--- config.mk ---
export PLATFORM = sky130hd
export DESIGN_NAME = mxv_cmd_loader
export DESIGN_NICKNAME = d
export VERILOG_FILES = /design/src/rtl/mxv_cmd_loader_pkg.sv /design/src/rtl/mxv_rc_counter.sv /design/src/rtl/mxv_cmd_loader.sv
export SDC_FILE = /design/constraint.sdc
export NUM_CORES = 1
export LEC_CHECK = 0
export CAP_MARGIN = 20
export CORE_MARGIN = 8
export CORE_UTILIZATION = 57
export CTS_CLUSTER_SIZE = 12
export DETAILED_ROUTE_END_ITERATION = 8
export PLACE_DENSITY = 0.8
export SETUP_SLACK_MARGIN = 0.2
export SYNTH_ARGS = -nofsm -noshare
export SYNTH_HDL_FRONTEND = slang
export SYNTH_SLANG_ARGS = --single-unit
export TNS_END_PERCENT = 5
--- constraint.sdc ---
create_clock -name clk -period 3.4 [get_ports clk]
set_clock_uncertainty 0.2 [all_clocks]
set_input_delay 0.34 -clock clk [delete_from_list [all_inputs] [get_ports clk]]
set_output_delay 0.34 -clock clk [all_outputs]
set_load 0.02 [all_outputs]
--- src/rtl/mxv_cmd_loader_pkg.sv ---
// Shared framing constants and enums for the MxV command loader.
// Command codes and FSM states are reused by the operation unit.
package mxv_cmd_loader_pkg;

  localparam logic [7:0] SOF_BYTE  = 8'hFE;
  localparam logic [7:0] EOF_BYTE  = 8'hEF;
  localparam logic [7:0] FILL_BYTE = 8'hFF;

  typedef enum logic [7:0] {
    SET_SIZE = 8'h01,
    CLEAR    = 8'h02,
    START    = 8'h03,
    LOAD_VEC = 8'h04,
    LOAD_MAT = 8'h05
  } cmd_t;

  typedef enum logic [2:0] {
    S_IDLE,
    S_LEN,
    S_CMD,
    S_PAYLOAD,
    S_EOF,
    S_ERR
  } loader_state_t;

endpackage

--- src/rtl/mxv_rc_counter.sv ---
// Row/column counter; the column wraps at i_limit-1 and carries into the row.
// Shared with the operation unit for its own matrix walk.
module mxv_rc_counter #(
  parameter int AW = 3,
  parameter int LW = 4
) (
  input  logic          clk,
  input  logic          rst,
  input  logic          i_clr,
  input  logic          i_inc,
  input  logic [LW-1:0] i_limit,
  output logic [AW-1:0] o_row,
  output logic [AW-1:0] o_col
);

  logic w_last;

  assign w_last = (LW'(o_col) == i_limit - LW'(1));

  always_ff @(posedge clk or posedge rst) begin
    if (rst) begin
      o_row <= '0;
      o_col <= '0;
    end else if (i_clr) begin
      o_row <= '0;
      o_col <= '0;
    end else if (i_inc) begin
      if (w_last) begin
        o_col <= '0;
        o_row <= o_row + AW'(1);
      end else begin
        o_col <= o_col + AW'(1);
      end
    end
  end

endmodule

--- src/rtl/mxv_cmd_loader.sv ---
// Framed command parser feeding the MxV row/vector RAMs.
// Optional MXV_CMD_TIMEOUT_EN abandons frames idle for TIMEOUT_CYC cycles.
module mxv_cmd_loader
  import mxv_cmd_loader_pkg::*;
#(
  parameter int MAX_N       = 8,
  parameter int DATA_W      = 8,
  parameter int TIMEOUT_CYC = 100000,
  localparam int NW = $clog2(MAX_N + 1),
  localparam int AW = (MAX_N > 1) ? $clog2(MAX_N) : 1
) (
  input  logic              clk,
  input  logic              rst,
  input  logic [7:0]        rx_data,
  input  logic              rx_valid,
  input  logic              op_done,
  output logic [NW-1:0]     size_n,
  output logic [MAX_N-1:0]  row_we,
  output logic              vec_we,
  output logic [AW-1:0]     wr_addr,
  output logic [DATA_W-1:0] wr_data,
  output logic              start_op,
  output logic              clear_req,
  output logic              busy,
  output logic              frame_err
);

  loader_state_t r_state, w_next;
  logic [7:0]    r_len, r_rem;
  cmd_t          r_cmd;
  logic [NW-1:0] r_newn;
  logic          r_sup;
  logic [AW-1:0] w_row, w_col;
  logic [7:0]    w_pay;
  logic [15:0]   w_nn;
  logic          w_ok, w_to;
  logic          w_vec, w_mat, w_inc, w_rcclr, w_sup;
  logic          w_fire, w_clr, w_setn, w_newn;

  assign w_pay = r_len - 8'd2;
  assign w_nn  = 16'(size_n) * 16'(size_n);

  mxv_rc_counter #(.AW(AW), .LW(NW)) u_rc (
    .clk     (clk),
    .rst     (rst),
    .i_clr   (w_rcclr),
    .i_inc   (w_inc),
    .i_limit (size_n),
    .o_row   (w_row),
    .o_col   (w_col)
  );

`ifdef MXV_CMD_TIMEOUT_EN
  localparam int IW = $clog2(TIMEOUT_CYC + 1);
  logic [IW-1:0] r_idle;
  logic          w_open;

  assign w_open = (r_state != S_IDLE) && (r_state != S_ERR);
  assign w_to   = w_open && !rx_valid && (r_idle == IW'(TIMEOUT_CYC));

  always_ff @(posedge clk or posedge rst) begin
    if (rst)
      r_idle <= '0;
    else if (rx_valid || !w_open)
      r_idle <= '0;
    else if (r_idle != IW'(TIMEOUT_CYC))
      r_idle <= r_idle + IW'(1);
  end
`else
  assign w_to = (TIMEOUT_CYC < 0);
`endif

  always_ff @(posedge clk or posedge rst) begin
    if (rst) r_state <= S_IDLE;
    else     r_state <= w_next;
  end

  always_comb begin
    w_next  = r_state;
    w_ok    = 1'b0;
    w_vec   = 1'b0;
    w_mat   = 1'b0;
    w_inc   = 1'b0;
    w_rcclr = 1'b0;
    w_sup   = 1'b0;
    w_fire  = 1'b0;
    w_clr   = 1'b0;
    w_setn  = 1'b0;
    w_newn  = 1'b0;
    unique case (r_state)
      S_IDLE: begin
        if (rx_valid && rx_data == SOF_BYTE) w_next = S_LEN;
      end
      S_LEN: begin
        if (rx_valid) begin
          w_ok = (rx_data >= 8'd2) &&
                 (16'(rx_data) <= 16'(MAX_N * MAX_N + 2));
          w_next = w_ok ? S_CMD : S_ERR;
        end
      end
      S_CMD: begin
        if (rx_valid) begin
          w_rcclr = 1'b1;
          unique case (rx_data)
            SET_SIZE:      w_ok = (r_len == 8'd3);
            CLEAR, START:  w_ok = (r_len == 8'd2);
            LOAD_VEC:      w_ok = ({8'd0, w_pay} == 16'(size_n));
            LOAD_MAT:      w_ok = ({8'd0, w_pay} == w_nn);
            default:       w_ok = 1'b0;
          endcase
          if (!w_ok)               w_next = S_ERR;
          else if (r_rem == 8'd1)  w_next = S_EOF;
          else                     w_next = S_PAYLOAD;
        end
      end
      S_PAYLOAD: begin
        if (rx_valid) begin
          w_next = (r_rem == 8'd2) ? S_EOF : S_PAYLOAD;
          if (r_cmd == SET_SIZE) begin
            w_newn = 1'b1;
            if (rx_data == 8'd0 || 16'(rx_data) > 16'(MAX_N))
              w_next = S_ERR;
          end else begin
            w_inc = 1'b1;
            w_sup = busy;
            w_vec = !busy && (r_cmd == LOAD_VEC);
            w_mat = !busy && (r_cmd == LOAD_MAT);
          end
        end
      end
      S_EOF: begin
        if (rx_valid) begin
          w_next = S_IDLE;
          if (rx_data != EOF_BYTE)
            w_next = S_ERR;
          else if (r_cmd == SET_SIZE)
            w_setn = 1'b1;
          else if (r_cmd == CLEAR)
            w_clr = 1'b1;
          else if (r_cmd == START) begin
            if (busy) w_next = S_ERR;
            else      w_fire = 1'b1;
          end else if (r_sup)
            w_next = S_ERR;
        end
      end
      S_ERR:   w_next = S_IDLE;
      default: w_next = S_IDLE;
    endcase
    if (w_to) w_next = S_ERR;
  end

  always_ff @(posedge clk or posedge rst) begin
    if (rst) begin
      r_len  <= '0;
      r_rem  <= '0;
      r_cmd  <= SET_SIZE;
      r_newn <= '0;
      r_sup  <= 1'b0;
    end else begin
      if (r_state == S_LEN && rx_valid) begin
        r_len <= rx_data;
        r_rem <= rx_data - 8'd1;
      end
      if (w_rcclr) begin
        r_cmd <= cmd_t'(rx_data);
        r_sup <= 1'b0;
      end
      if (r_state == S_PAYLOAD && rx_valid) r_rem <= r_rem - 8'd1;
      if (w_newn) r_newn <= NW'(rx_data);
      if (w_sup)  r_sup  <= 1'b1;
    end
  end

  // op_done landing on the start_op cycle belongs to the previous run
  always_ff @(posedge clk or posedge rst) begin
    if (rst) begin
      size_n    <= NW'(MAX_N);
      row_we    <= '0;
      vec_we    <= 1'b0;
      wr_addr   <= '0;
      wr_data   <= '0;
      start_op  <= 1'b0;
      clear_req <= 1'b0;
      busy      <= 1'b0;
      frame_err <= 1'b0;
    end else begin
      row_we    <= w_mat ? (MAX_N'(1) << w_row) : '0;
      vec_we    <= w_vec;
      start_op  <= w_fire;
      clear_req <= w_clr;
      busy      <= w_fire | (busy & ~(op_done & ~start_op));
      frame_err <= (w_next == S_ERR) && (r_state != S_ERR);
      if (w_setn) size_n <= r_newn;
      if (w_vec || w_mat) begin
        wr_addr <= w_col;
        wr_data <= DATA_W'(rx_data);
      end
    end
  end

endmodule

==> impl_metrics.tcl <==
set metrics [dict create \
    status "completed" \
    use_met2_pct 34.3 \
    path_max_fanout 5 \
    syn2layout_area_growth_pct 20.0 \
    drc_errors 0 \
    ys_seq_area_share_pct 42.2 \
    end_kind "register" \
    viasPerCell 5.94 \
    worst_pin_slew_ps 820 \
    criticalPathCategory "reg -> reg" \
    die_h_um 99.0 \
    slew-limit-headroom_pct 45.3 \
    globalplace.congestion 0.901 \
    clockBufferDepth 2 \
    rsz0062_at_grt "false" \
    grt_pass1_vias 3234 \
    register_area_sq_um 1660 \
    irDropWorstVdd_uv 514 \
    grt_max_degree 67 \
    rows 30 \
    synth_most_common_cell "dfrtp_1" \
    min_path_cells 2 \
    final_cell_count_no_fill 542 \
    ys_types 63 \
    max_freq_ghz 0.324 \
    initial_utilization_pct 58.4 \
    syn-num-nets 442 \
    grt_pass1_wl_mm 15.5 \
    die_x_um 99.0 \
    rr_worst_depth 11 \
    p_per_area_nw_per_um2 635 \
    busiest_layer "met2" \
    start_kind "register" \
    leakage_nw 2.03 \
    worstHoldStart "r_newn[0]$_DFFE_PP0P_" \
    antenna_found_initial 0 \
    async_flop_share_pct 100 \
    vias 3220 \
    cts-root-buf "clkbuf_8" \
    nets 491 \
    num-fill-cells 496 \
    dieArea_sq_um 9790 \
    synthTopCellsByArea "dfrtp_1 41%, ha_1 6.7%, mux2_2 6.6%, nand2_1 4.7%, xnor2_1 3.1%" \
    core_sq_um 6720 \
    ys.flop_type "dfrtp_1" \
    r2r-end "r_state[1]$_DFF_PP0_" \
    ff2ff_setup_slack_ps 320 \
    first_pass_iters 6 \
    multi_input_area_sq_um 2170 \
    numPlacedInstances 522 \
    grt-ovfl-total 0 \
    grt_use_met3_pct 4.16 \
    yosysWarningCount 0 \
    syn_area_sq_um 3920 \
    yosysTopAreaCellShare_pct 40.8 \
    min_period_ps 3080 \
    met1_usage_pct 22.9 \
    port_buffers 39 \
    pin_count 40 \
    syn_inst 408 \
    cts_tree "yes" \
    place_hpwl_mm 6.64 \
    clkSlewWorstSetupHoldPaths_ps 80 \
    wl_per_cell_um 17.3 \
    avgSynthCellArea_sq_um 9.61 \
    htreeDepth 3 \
    drv_slew 0 \
    finalSetupTns_ps 0 \
    grt_use_total_pct 19.7 \
    clock-sinks 66 \
    synth_edf_count 0 \
    crit-reg2reg-launch "size_n[1]$_DFFE_PP0P_" \
    hold_path.class "reg -> reg" \
    cp_data_arrival_time_ps 3160 \
    ant_nets 0 \
    drt_iter0_drc 112 \
    yosysTopAreaCell "dfrtp_1" \
    cp.required_ps 3480 \
    cts_buffers 9 \
    period_share_pct 90.7 \
    drive_gt1_share_pct 16.7 \
    holdPathEnd "r_newn[0]$_DFFE_PP0P_" \
    synth_seq_cells 66 \
    cap_violations 0 \
    totalWireLength_mm 9.36 \
    hold_viol 0 \
    yosys-top-cells-count "64 x dfrtp_1, 49 x nand2_1, 30 x nor2_1" \
    antenna_cells 0 \
    insertion_delay_ps 350 \
    setup_viol 0 \
]
-- metal layers --
metal  up-vias  share of wire [%]  wire length [um]
met2        97                 51              4790
met5         -                  0                 0
li1       1534                  -                 -
met4         0                1.9               180
met3        21                4.4               415
met1      1568                 42              3970
-- sequential cells by signal (all words and copies together), names as in the netlist, 3 cells and up --
name and flops:
wr_data 8, r_rem 8, r_state 3, r_len 8, u_rc.o_row 3, u_rc.o_col 3
r_newn 4, r_cmd 8, size_n 4, row_we 8, wr_addr 3
-- where the power goes --
group	switching, mW	total [mW]	internal, mW
sequential	0.243	1.24	0.999
clock	0.337	0.680	0.343
combinational	0.579	1.06	0.485
total	1.16	2.99	1.83
-- worst max-delay path: stages, from the launching register on --
cell and delay [ps]:
dfrtp_1 430, nor2b_2 160, and2_4 160, inv_1 50
fa_2 360, xnor2_1 150, a311o_1 320, a2111oi_4 360
and4bb_1 290, a41oi_4 170, nand3b_1 200, a21oi_1 160
-- layout by cell type (no fill, tap or decap), types with 5 or more instances in the layout --
cell             instances
nor3_1                  11
a21oi_1                 17
buf_4                   16
nor4_1                   6
xor2_1                   6
nand3_1                  7
and2_1                  11
nor3b_1                  5
mux2_2                  23
dfrtp_1                 62
inv_1                   18
and3_1                   6
nor2_1                  29
xnor2_1                 14
clkbuf_8                 9
nand2_1                 49
ha_1                    21
o21ai_0                 19
nand4_1                  6
clkdlybuf4s50_1         39
nand2b_1                12
-- cell families (layout without fill, tap and decap cells) --
group,count (synthesis),in the layout,share of synthesized area (%)
mux,26,26,7.37
xor+xnor,20,20,4.47
fa+ha+maj,22,22,7.21
simple gates,165,165,22.2
compound gates,73,73,12.6
flops,66,66,42.2
buf+inv,36,90,3.99
-- worst max path at each step --
stage                          startpoint                   end  slack [ps]
global placement    size_n[2]$_DFFE_PP0P_   frame_err$_DFF_PP0_         240
floorplan           size_n[2]$_DFFE_PP0P_   frame_err$_DFF_PP0_         230
global route        size_n[1]$_DFFE_PP0P_  r_state[1]$_DFF_PP0_         210
finish              size_n[1]$_DFFE_PP0P_  r_state[1]$_DFF_PP0_         320
CTS                 size_n[1]$_DFFE_PP0P_   frame_err$_DFF_PP0_         200
detailed placement  size_n[2]$_DFFE_PP0P_  r_state[0]$_DFF_PP0_          80
-- final cells by class --
class / instances / area share [%]
Multi-Input combinational cell: 306 / 46.0
Sequential cell: 66 / 35.2
Timing Repair Buffer: 55 / 10.8
Clock buffer: 9 / 2.63
Tap cell: 80 / 2.13
Clock inverter: 7 / 1.65
Inverter: 19 / 1.52
-- repair_timing --
action	CTS	global route
setup endpoints to repair	4	4
buffers inserted	3	1
hold buffers	0	0
pin swaps	1	2
gates resized for setup	5	5
-- stage by stage --
step                worst slack (ps)  hold slack [ps]  total power [mW]  area [sq um]  utilization, %
floorplan                        234              241              1.97          3930               -
finish                           317              299              2.99          4710            70.0
CTS                              202              304              2.97          4660            69.4
global route                     214              331              3.18          4710            70.0
detailed placement              79.8              276              2.27          4430            65.9
global placement                 243              267              2.23          4430            65.9
Note: power is estimated with default switching activity, not from simulation.
